===== src/rtl/cypher_arbiter.sv =====
// Two-requester round-robin arbiter that owns one shared cypher_detector per session:
// it clears and arms the detector, streams the granted requester's digits into it, and reports hit/sum.
module cypher_arbiter #(
  parameter int unsigned MAX_DIGITS   = 32,
  parameter int unsigned DRAIN_CYCLES = 2
) (
  input  logic        clock,
  input  logic        reset,
  input  logic        req0,
  input  logic        req1,
  input  logic [15:0] cypher0,
  input  logic [15:0] cypher1,
  input  logic [3:0]  num0,
  input  logic [3:0]  num1,
  input  logic        valid0,
  input  logic        valid1,
  output logic        ready0,
  output logic        ready1,
  output logic [1:0]  gnt,
  output logic [1:0]  done,
  output logic        hit,
  output logic [7:0]  result_sum,
  output logic        det_reset,
  output logic        det_read,
  output logic [15:0] det_cypher,
  output logic [3:0]  det_num,
  input  logic        det_right,
  input  logic [7:0]  det_sum,
  output logic        busy
);

  localparam logic [7:0] MAX_CNT    = 8'(MAX_DIGITS);
  localparam logic [3:0] DRAIN_LAST = 4'(DRAIN_CYCLES - 1);

  typedef enum logic [2:0] {
    S_IDLE,
    S_CLEAR,
    S_ARM,
    S_STREAM,
    S_DRAIN,
    S_DONE
  } state_t;

  state_t      r_state;
  state_t      w_next_state;

  logic        r_gnt_idx;
  logic        r_rr_prefer;
  logic [15:0] r_cypher;
  logic [3:0]  r_det_num;
  logic [7:0]  r_digit_cnt;
  logic [3:0]  r_drain_cnt;
  logic        r_hit;
  logic [7:0]  r_result_sum;
  logic        r_det_reset;

  logic        w_any_req;
  logic        w_pick;
  logic        w_req_g;
  logic        w_valid_g;
  logic [3:0]  w_num_g;
  logic        w_ready_g;
  logic        w_accept;
  logic        w_last_digit;
  logic        w_hit_next;
  logic [1:0]  w_gnt_onehot;

  // The requester other than the last one served wins a tie.
  assign w_any_req    = req0 | req1;
  assign w_pick       = (req0 && req1) ? r_rr_prefer : req1;

  assign w_req_g      = r_gnt_idx ? req1   : req0;
  assign w_valid_g    = r_gnt_idx ? valid1 : valid0;
  assign w_num_g      = r_gnt_idx ? num1   : num0;
  assign w_gnt_onehot = r_gnt_idx ? 2'b10  : 2'b01;

  assign w_ready_g    = (r_state == S_STREAM) && (r_digit_cnt < MAX_CNT);
  assign w_accept     = w_ready_g && w_valid_g;
  assign w_last_digit = w_accept && (r_digit_cnt == MAX_CNT - 8'd1);

  // State register.
  always_ff @(posedge clock or negedge reset) begin
    if (!reset) begin
      r_state <= S_IDLE;
    end else begin
      // NOTE: sequential state uses non-blocking assignments so every register
      // samples pre-edge values regardless of process evaluation order.
      r_state <= w_next_state;
    end
  end

  // Next-state logic. det_right outranks abort, budget and timeout exits.
  always_comb begin
    // NOTE: every always_comb output gets a default first so no path leaves
    // it unassigned and infers a latch.
    w_next_state = r_state;
    w_hit_next   = 1'b0;
    unique case (r_state)
      S_IDLE: begin
        if (w_any_req) w_next_state = S_CLEAR;
      end
      S_CLEAR: begin
        if (!w_req_g && !det_right) w_next_state = S_DONE;
        else                        w_next_state = S_ARM;
      end
      S_ARM: begin
        if (!w_req_g && !det_right) w_next_state = S_DONE;
        else                        w_next_state = S_STREAM;
      end
      S_STREAM: begin
        if (det_right) begin
          w_next_state = S_DONE;
          w_hit_next   = 1'b1;
        end else if (!w_req_g) begin
          w_next_state = S_DONE;
        end else if (w_last_digit) begin
          w_next_state = S_DRAIN;
        end
      end
      S_DRAIN: begin
        if (det_right) begin
          w_next_state = S_DONE;
          w_hit_next   = 1'b1;
        end else if (!w_req_g || (r_drain_cnt == DRAIN_LAST)) begin
          w_next_state = S_DONE;
        end
      end
      S_DONE: begin
        w_next_state = S_IDLE;
      end
      default: begin
        w_next_state = S_IDLE;
      end
    endcase
  end

  // Output decode from the current state.
  always_comb begin
    gnt      = 2'b00;
    done     = 2'b00;
    ready0   = 1'b0;
    ready1   = 1'b0;
    det_read = 1'b0;
    busy     = (r_state != S_IDLE);
    if (r_state != S_IDLE) gnt  = w_gnt_onehot;
    if (r_state == S_DONE) done = w_gnt_onehot;
    ready0   = w_ready_g && !r_gnt_idx;
    ready1   = w_ready_g &&  r_gnt_idx;
    det_read = (r_state == S_ARM) || (r_state == S_STREAM) || (r_state == S_DRAIN);
  end

  // Session datapath: grant latch, digit path, counters and result capture.
  always_ff @(posedge clock or negedge reset) begin
    if (!reset) begin
      r_gnt_idx    <= 1'b0;
      r_rr_prefer  <= 1'b0;
      r_cypher     <= '0;
      r_det_num    <= '0;
      r_digit_cnt  <= '0;
      r_drain_cnt  <= '0;
      r_hit        <= 1'b0;
      r_result_sum <= '0;
      r_det_reset  <= 1'b1;
    end else begin
      r_det_reset <= (w_next_state == S_CLEAR);

      if (r_state == S_IDLE && w_any_req) begin
        r_gnt_idx <= w_pick;
        r_cypher  <= w_pick ? cypher1 : cypher0;
      end

      if (r_state == S_CLEAR) begin
        r_digit_cnt <= '0;
      end else if (w_accept && (r_digit_cnt != 8'hFF)) begin
        r_digit_cnt <= r_digit_cnt + 8'd1;
      end

      if (w_accept) r_det_num <= w_num_g;

      if (r_state != S_DRAIN) begin
        r_drain_cnt <= '0;
      end else if (r_drain_cnt != 4'hF) begin
        r_drain_cnt <= r_drain_cnt + 4'd1;
      end

      // Result is captured once, on the edge that enters DONE, then held.
      if (w_next_state == S_DONE && r_state != S_DONE) begin
        r_hit        <= w_hit_next;
        r_result_sum <= det_sum;
      end

      if (r_state == S_DONE) r_rr_prefer <= ~r_gnt_idx;
    end
  end

  assign hit        = r_hit;
  assign result_sum = r_result_sum;
  assign det_reset  = r_det_reset;
  assign det_cypher = r_cypher;
  assign det_num    = r_det_num;

endmodule

===== config.mk =====
export PLATFORM = sky130hd
export DESIGN_NAME = cypher_arbiter
export DESIGN_NICKNAME = d
export VERILOG_FILES = /design/src/rtl/cypher_arbiter.sv
export SDC_FILE = /design/constraint.sdc
export NUM_CORES = 1
export LEC_CHECK = 0
export ABC_AREA = 1
export CAP_MARGIN = 20
export CORE_MARGIN = 4
export CORE_UTILIZATION = 43
export DETAILED_ROUTE_END_ITERATION = 8
export GPL_TIMING_DRIVEN = 0
export PLACE_DENSITY = 0.8
export RECOVER_POWER = 25
export SYNTH_ARGS = -nofsm -noshare
export SYNTH_HDL_FRONTEND = slang
export SYNTH_SLANG_ARGS = --single-unit
export TNS_END_PERCENT = 50

===== constraint.sdc =====
create_clock -name clock -period 2 [get_ports clock]
set_clock_uncertainty 0.05 [all_clocks]
set_input_delay 0.3 -clock clock [delete_from_list [all_inputs] [get_ports clock]]
set_output_delay 0.3 -clock clock [all_outputs]
set_load 0.01 [all_outputs]

==> impl_metrics.py, run 1 <==
metrics = {
    "timing": {
        "hold_viol": 0,
        "tightest_slew_ps": 816.0,
        "period_share": 1.014,
        "max_freq_mhz": 493.0,
        "setup_ws_ps": -28.25,
        "relSlewSlack": 0.4560,
        "finalMaxSlewViolations": 0,
        "setup_viol": 2,
        "rsz0062_at_grt": "true",
        "period_needed_ps": 2028,
        "holdWs_ps": 425.8,
    },
    "routing": {
        "route.detailed.drc": 0,
        "drtAntennaViolNets": 0,
        "post_drt_wl_per_cell_um": 13.15,
        "vias_per_cell": 4.896,
        "finalWirelength_mm": 5.970,
        "vias": 2223,
        "drtPass1Iterations": 4,
        "drtIter0Drc": 98,
    },
    "logic_synthesis": {
        "netlist_area_mm2": 0.002290,
        "yosysWarnings": 0,
        "synth_cells": 279,
        "seq_area_frac_synth": 0.5142,
        "ys_ff_latch": 47,
        "synth-edff-count": 0,
        "syn_nets": 337,
        "yosysUniqueCellTypes": 29,
        "yosys_most_used_dff": "dfrtp_1",
        "synthArstFlopShare": 1.000,
        "syn_avg_cell_area_um2": 8.207,
    },
    "setup_path": {
        "arrival_ps": 1680,
        "critPathMaxStageDelay_ps": 490,
        "cp-end-kind": "primary output",
        "r2r-end": "hit$_DFFE_PN0P_",
        "cp_common_cell": "inv_1",
        "required_ps": 1650,
        "slowest_stage": "clkdlybuf4s50_1",
        "critPathKind": "reg -> out",
        "worstRegToRegCells": 10,
        "ff2ff_setup_slack_ps": 140,
        "critPathMaxFanout": 4,
        "startpoint_type": "flip-flop",
        "cp_cell_sequence": "inv_1 > nand2_2 > nor2_2 > inv_1 > clkdlybuf4s50_1",
        "rr_startpoint": "r_digit_cnt[0]$_DFFE_PN0P_",
    },
    "grt": {
        "grt_pass1_wl_mm": 9.770,
        "antenna_found_initial": 0,
        "grt_use_total": 0.1916,
        "overflow": 0,
        "grt_max_degree": 34,
        "grt_pass1_vias": 2261,
    },
    "cts": {
        "cts_sinks": 47,
        "clk_pin_slew_ps": 80,
        "clkLatencyLatePin_ps": 300,
        "cts_tree": "yes",
        "cts.path.max_buffers": 2,
        "root_buffer": "clkbuf_8",
        "h-tree-depth": 2,
        "cts_buffers": 5,
    },
    "cells_and_area": {
        "areaGrowthSynthToFinish_pct": 49.89,
        "nets": 441,
        "fillCellCount": 473,
        "antenna_cells": 0,
        "stdcell_area_mm2": 0.003432,
        "drive_above_1_share": 0.1042,
        "seq_area_mm2": 0.001179,
        "multi_input_area_um2": 996.0,
    },
    "floorplan": {
        "start_util": 0.4455,
        "die_h_um": 80.97,
        "pin_count": 93,
        "core_region_area_mm2": 0.005140,
        "num_rows": 26,
        "dieArea_mm2": 0.006556,
        "fp.dieW_um": 80.97,
    },
    "power_and_ir_drop": {
        "comb_power_share": 0.531,
        "switching_share": 0.4003,
        "power.leakage_uw": 0.001562,
        "pwr-share-seq": 0.349,
        "pwr-share-clk": 0.120,
        "switchingPower_uw": 1799,
        "internal_power_uw": 2695,
        "power.density_mw_per_mm2": 1309,
        "ir_worst_vdd_mv": 0.7133,
    },
    "worst_hold_path": {
        "hold_depth": 2,
        "min-delay-start": "result_sum[5]$_DFFE_PN0P_",
        "hold_end": "result_sum[5]$_DFFE_PN0P_",
        "hold_path.class": "reg -> reg",
    },
    "placement": {
        "io_buffers": 92,
        "hpwlAfterDp_mm": 4.617,
        "gp_congestion": 0.8384,
        "place_area_mm2": 0.003313,
    },
    "job": {
        "maxCapViolCount": 0,
    },
    "status": {
        "run_status": "finished with violations",
        "violations": "negative setup slack",
    },
}
[power by group through the flow]
stage               sequential (µW)  combinational (µW)  clock, µW
floorplan                      1680                1100          0
global placement               1550                2310          0
detailed placement             1570                2360          0
CTS                            1560                2350        552
global route                   1620                2680        600
finish                         1570                2390        540
[how the worst max path moves through the flow]
stage | start | end | slack (ps) | cells past startpoint
floorplan | r_digit_cnt[0]$_DFFE_PN0P_ | hit$_DFFE_PN0P_ | 370 | 10
global placement | reset | result_sum[1]$_DFFE_PN0P_ | -710 | 1
detailed placement | req0 | det_cypher[7]$_DFFE_PN0P_ | -150 | 7
CTS | r_state[1]$_DFF_PN0_ | gnt[1] | -6 | 5
global route | r_state[0]$_DFF_PN0_ | gnt[1] | -90 | 5
finish | r_state[0]$_DFF_PN0_ | busy | -30 | 5
[kinds of logic (layout without fill, tap and decap cells)]
group                      count (synthesis)  after routing  share of synthesized area
and+or+nand+nor                          134            134                     0.2607
AOI/OAI and AO/OA                         61             61                     0.1470
DFF                                       47             47                     0.5142
buffers and inverters                     34            139                    0.06175
adders and majority gates                  3              3                    0.01640
[synth_stat cells (3+ instances only)]
cell	count	area share
nand2_1	61	0.10
dfrtp_1	46	0.50
nor2_1	40	0.066
o21ai_0	34	0.074
inv_1	25	0.041
o21ai_1	10	0.022
nand3_1	9	0.020
nand2_2	8	0.022
nand4_1	8	0.022
a21oi_1	7	0.015
a31oi_1	5	0.014
ha_1	3	0.016
nor3_1	3	0.0066
[layout make-up]
class,instances,share of cell area
multi-input combinational,198,0.2902
tap,70,0.02552
sequential,47,0.3434
clock buffer,8,0.02333
inverter,28,0.03062
timing repair buffer,97,0.2763
buffer,6,0.01057
[metal layers]
metal  part of all wire  track usage
met2               0.49       0.3366
met1               0.39       0.2077
met4              0.024      0.07939
met3              0.094      0.06984
met5                  0            0
[repair_timing]
item | 4_1_cts | 5_1_grt
gates resized for setup | 11 | 6
endpoints found under the hold margin | 14 | 0
hold buffers | 1 | 0
endpoints found under the setup margin | 8 | 14
pin swaps | 0 | 1
setup buffers | 0 | 3
[registers in the layout, indices dropped and copies added, names as in the netlist]
register / flops
r_gnt_idx: 1
r_drain_cnt: 4
result_sum: 8
det_num: 4
det_cypher: 16
hit: 1
det_reset: 1
r_digit_cnt: 8
r_rr_prefer: 1
r_state: 3
[placed cells by master (no fill, tap or decap), types with 2 or more instances in the layout]
cell type	synthesis	layout
a21oi_1	7	7
a31oi_1	5	5
buf_2	2	2
buf_4	1	4
clkbuf_1	2	6
clkbuf_8	0	5
clkdlybuf4s50_1	0	85
dfrtp_1	46	45
dlygate4sd2_1	0	5
ha_1	3	3
inv_1	25	23
inv_2	2	4
nand2_1	61	61
nand2_2	8	8
nand3_1	9	8
nand4_1	8	8
nor2_1	40	38
nor2_2	1	2
nor2_4	1	2
nor3_2	1	3
o21ai_0	34	33
o21ai_1	10	11
o21ai_2	2	2
[per-stage QoR]
stage / power (µW) / utilization / worst slack, ps / TNS, ps / instances
6_report: 4494 / 0.6677 / -28.25 / -40.36 / 454
5_1_grt: 4902 / 0.6677 / -90.50 / -270.9 / 454
4_1_cts: 4464 / 0.6643 / -5.791 / -5.791 / 451
3_5_place_dp: 3927 / 0.6446 / -147.3 / -1767 / 442
3_3_place_gp: 3865 / 0.6417 / -712.2 / -33540 / 441
2_1_floorplan: 2781 / - / 370.7 / 0 / 279
[worst max-delay path, delay by kind of cell, from the launching register on]
| kind | cells | cell delay (ps) |
|---|---|---|
| buf+inv | 3 | 710 |
| flops | 1 | 430 |
| simple gates | 2 | 260 |
(Power assumes the default switching activity.)
==> run 2: changes to the inputs <==
Settings changed: SLEW_MARGIN set to 20.
==> run 2 against run 1 <==
Sequential cell count unchanged. Combinational power grew 2%. Clock-buffer cell count is the same. The run now ends clean. Sequential share of layout area decreased by 0.40 points. Highest routed layer unchanged.
==> impl_metrics.py, run 2 (synthesized netlist as in run 1, its figures left out) <==
metrics = {
    "routing": {
        "met1_length_mm": 2.321,
        "vias_per_cell": 4.849,
        "drtAntennaViolNets": 0,
        "dr_wl_met2_mm": 2.991,
        "vias": 2211,
        "route.detailed.drc": 0,
        "drtPass1Iterations": 4,
        "drtIter0Drc": 124,
        "wl_met3_um": 560,
        "finalWirelength_mm": 5.953,
        "post_drt_wl_per_cell_um": 13.05,
        "highest_layer": "met4",
    },
    "setup_path": {
        "critPathMaxStageDelay_ps": 480,
        "path_buf_inv": 3,
        "worstRegToRegCells": 10,
        "critPathKind": "reg -> out",
        "cp-end-kind": "primary output",
        "slowest_stage": "clkdlybuf4s50_1",
        "critPathMaxFanout": 4,
        "path_delay_family": "buffers and inverters",
        "arrival_ps": 1630,
        "required_ps": 1650,
        "cp.depth": 5,
        "cp_cell_sequence": "inv_1 > nand2_2 > nor2_4 > inv_1 > clkdlybuf4s50_1",
        "cp_common_cell": "inv_1",
        "startpoint_type": "flip-flop",
    },
    "floorplan": {
        "core_region_area_mm2": 0.005140,
        "fp.dieW_um": 80.97,
        "pin_count": 93,
        "die_h_um": 80.97,
        "dieArea_mm2": 0.006556,
        "start_util": 0.4455,
        "num_rows": 26,
    },
    "grt": {
        "grt_pass1_vias": 2217,
        "grt_use_total": 0.1939,
        "overflow": 0,
        "grt_max_degree": 34,
        "antenna_found_initial": 0,
        "grt_pass1_wl_mm": 9.818,
    },
    "timing": {
        "hold_viol": 0,
        "tns_ps": 0,
        "setup_viol": 0,
        "period_share": 0.9897,
        "rsz0062_at_grt": "true",
        "holdWs_ps": 425.6,
        "tightest_slew_ps": 783.7,
        "period_needed_ps": 1979,
        "max_freq_mhz": 505.2,
        "finalMaxSlewViolations": 0,
        "relSlewSlack": 0.4775,
    },
    "placement": {
        "place_area_mm2": 0.003313,
        "hpwlAfterDp_mm": 4.605,
        "gp_congestion": 0.8384,
        "io_buffers": 92,
    },
    "cells_and_area": {
        "layout_commonest_cell": "clkdlybuf4s50_1",
        "fillCellCount": 463,
        "antenna_cells": 0,
        "final_cell_mix": "85 x clkdlybuf4s50_1, 61 x nand2_1, 45 x dfrtp_1",
        "nets": 443,
        "drive_above_1_share": 0.1088,
        "areaGrowthSynthToFinish_pct": 51.64,
        "stdcell_area_mm2": 0.003472,
        "largest_reg_flops": 16,
    },
    "power_and_ir_drop": {
        "power.leakage_uw": 0.001593,
        "power.density_mw_per_mm2": 1309,
        "ir_worst_vdd_mv": 0.7616,
    },
    "cts": {
        "cts_sinks": 47,
        "cts_buffers": 5,
        "clkLatencyLatePin_ps": 300,
        "clk_pin_slew_ps": 70,
        "cts.path.max_buffers": 2,
        "cts_tree": "yes",
        "h-tree-depth": 2,
        "root_buffer": "clkbuf_8",
    },
    "job": {
        "maxCapViolCount": 0,
    },
    "status": {
        "run_status": "finished clean",
    },
    "worst_hold_path": {
        "hold_path.class": "reg -> reg",
        "hold_depth": 2,
    },
}
run 2: worst paths after layout:
path,from,endpoint,slack [ps]
setup / recovery,r_state[0]$_DFF_PN0_,busy,20
hold / removal,result_sum[5]$_DFFE_PN0P_,result_sum[5]$_DFFE_PN0P_,430
setup reg to reg,r_digit_cnt[0]$_DFFE_PN0P_,result_sum[7]$_DFFE_PN0P_,140
hold reg to reg,result_sum[5]$_DFFE_PN0P_,result_sum[5]$_DFFE_PN0P_,430
max in group asynchronous,reset,r_state[2]$_DFF_PN0_,320
min in group asynchronous,reset,det_num[0]$_DFFE_PN0P_,540
run 2: worst register-to-register path: cells and delay by family (launching register included):
kind,cells,cell delay (ps)
and+or+nand+nor,8,820
DFF,1,400
AOI/OAI and AO/OA,1,240
adders and majority gates,1,230
run 2: area by class of cell:
| class | instances | area [µm²] | share of cell area |
|---|---|---|---|
| plain buffers | 6 | 36.28 | 0.01045 |
| inverters | 28 | 105.1 | 0.03027 |
| multi-input cells | 198 | 1001 | 0.2883 |
| well taps | 70 | 87.58 | 0.02523 |
| clock buffers | 8 | 80.08 | 0.02306 |
| repair buffers | 99 | 983.4 | 0.2832 |
| flip-flops and latches | 47 | 1179 | 0.3395 |
run 2: per-layer routing:
metal,up-vias,GRT usage
li1,1128,-
met1,1002,0.2159
met2,74,0.3366
met3,7,0.07761
met4,0,0.06419
met5,-,0
run 2: report_power, final:
part	internal, µW	switching, µW
Combinational	1150	1290
Sequential	1330	238
Clock	249	290
run 2: through the flow:
stage	total power (µW)	utilization	cells	setup slack, ps
floorplan	2781	-	279	370.7
global placement	3865	0.6417	441	-712.2
detailed placement	3927	0.6446	442	-103.7
CTS	4499	0.6663	452	-15.88
global route	4959	0.6755	456	-58.77
finish	4544	0.6755	456	20.58
run 2: timing repair:
action	in CTS	in global routing
endpoints found under the hold margin	14	0
buffers inserted	1	4
gates resized for setup	9	9
pin swaps	0	2
endpoints found under the setup margin	8	16
hold buffers	1	0
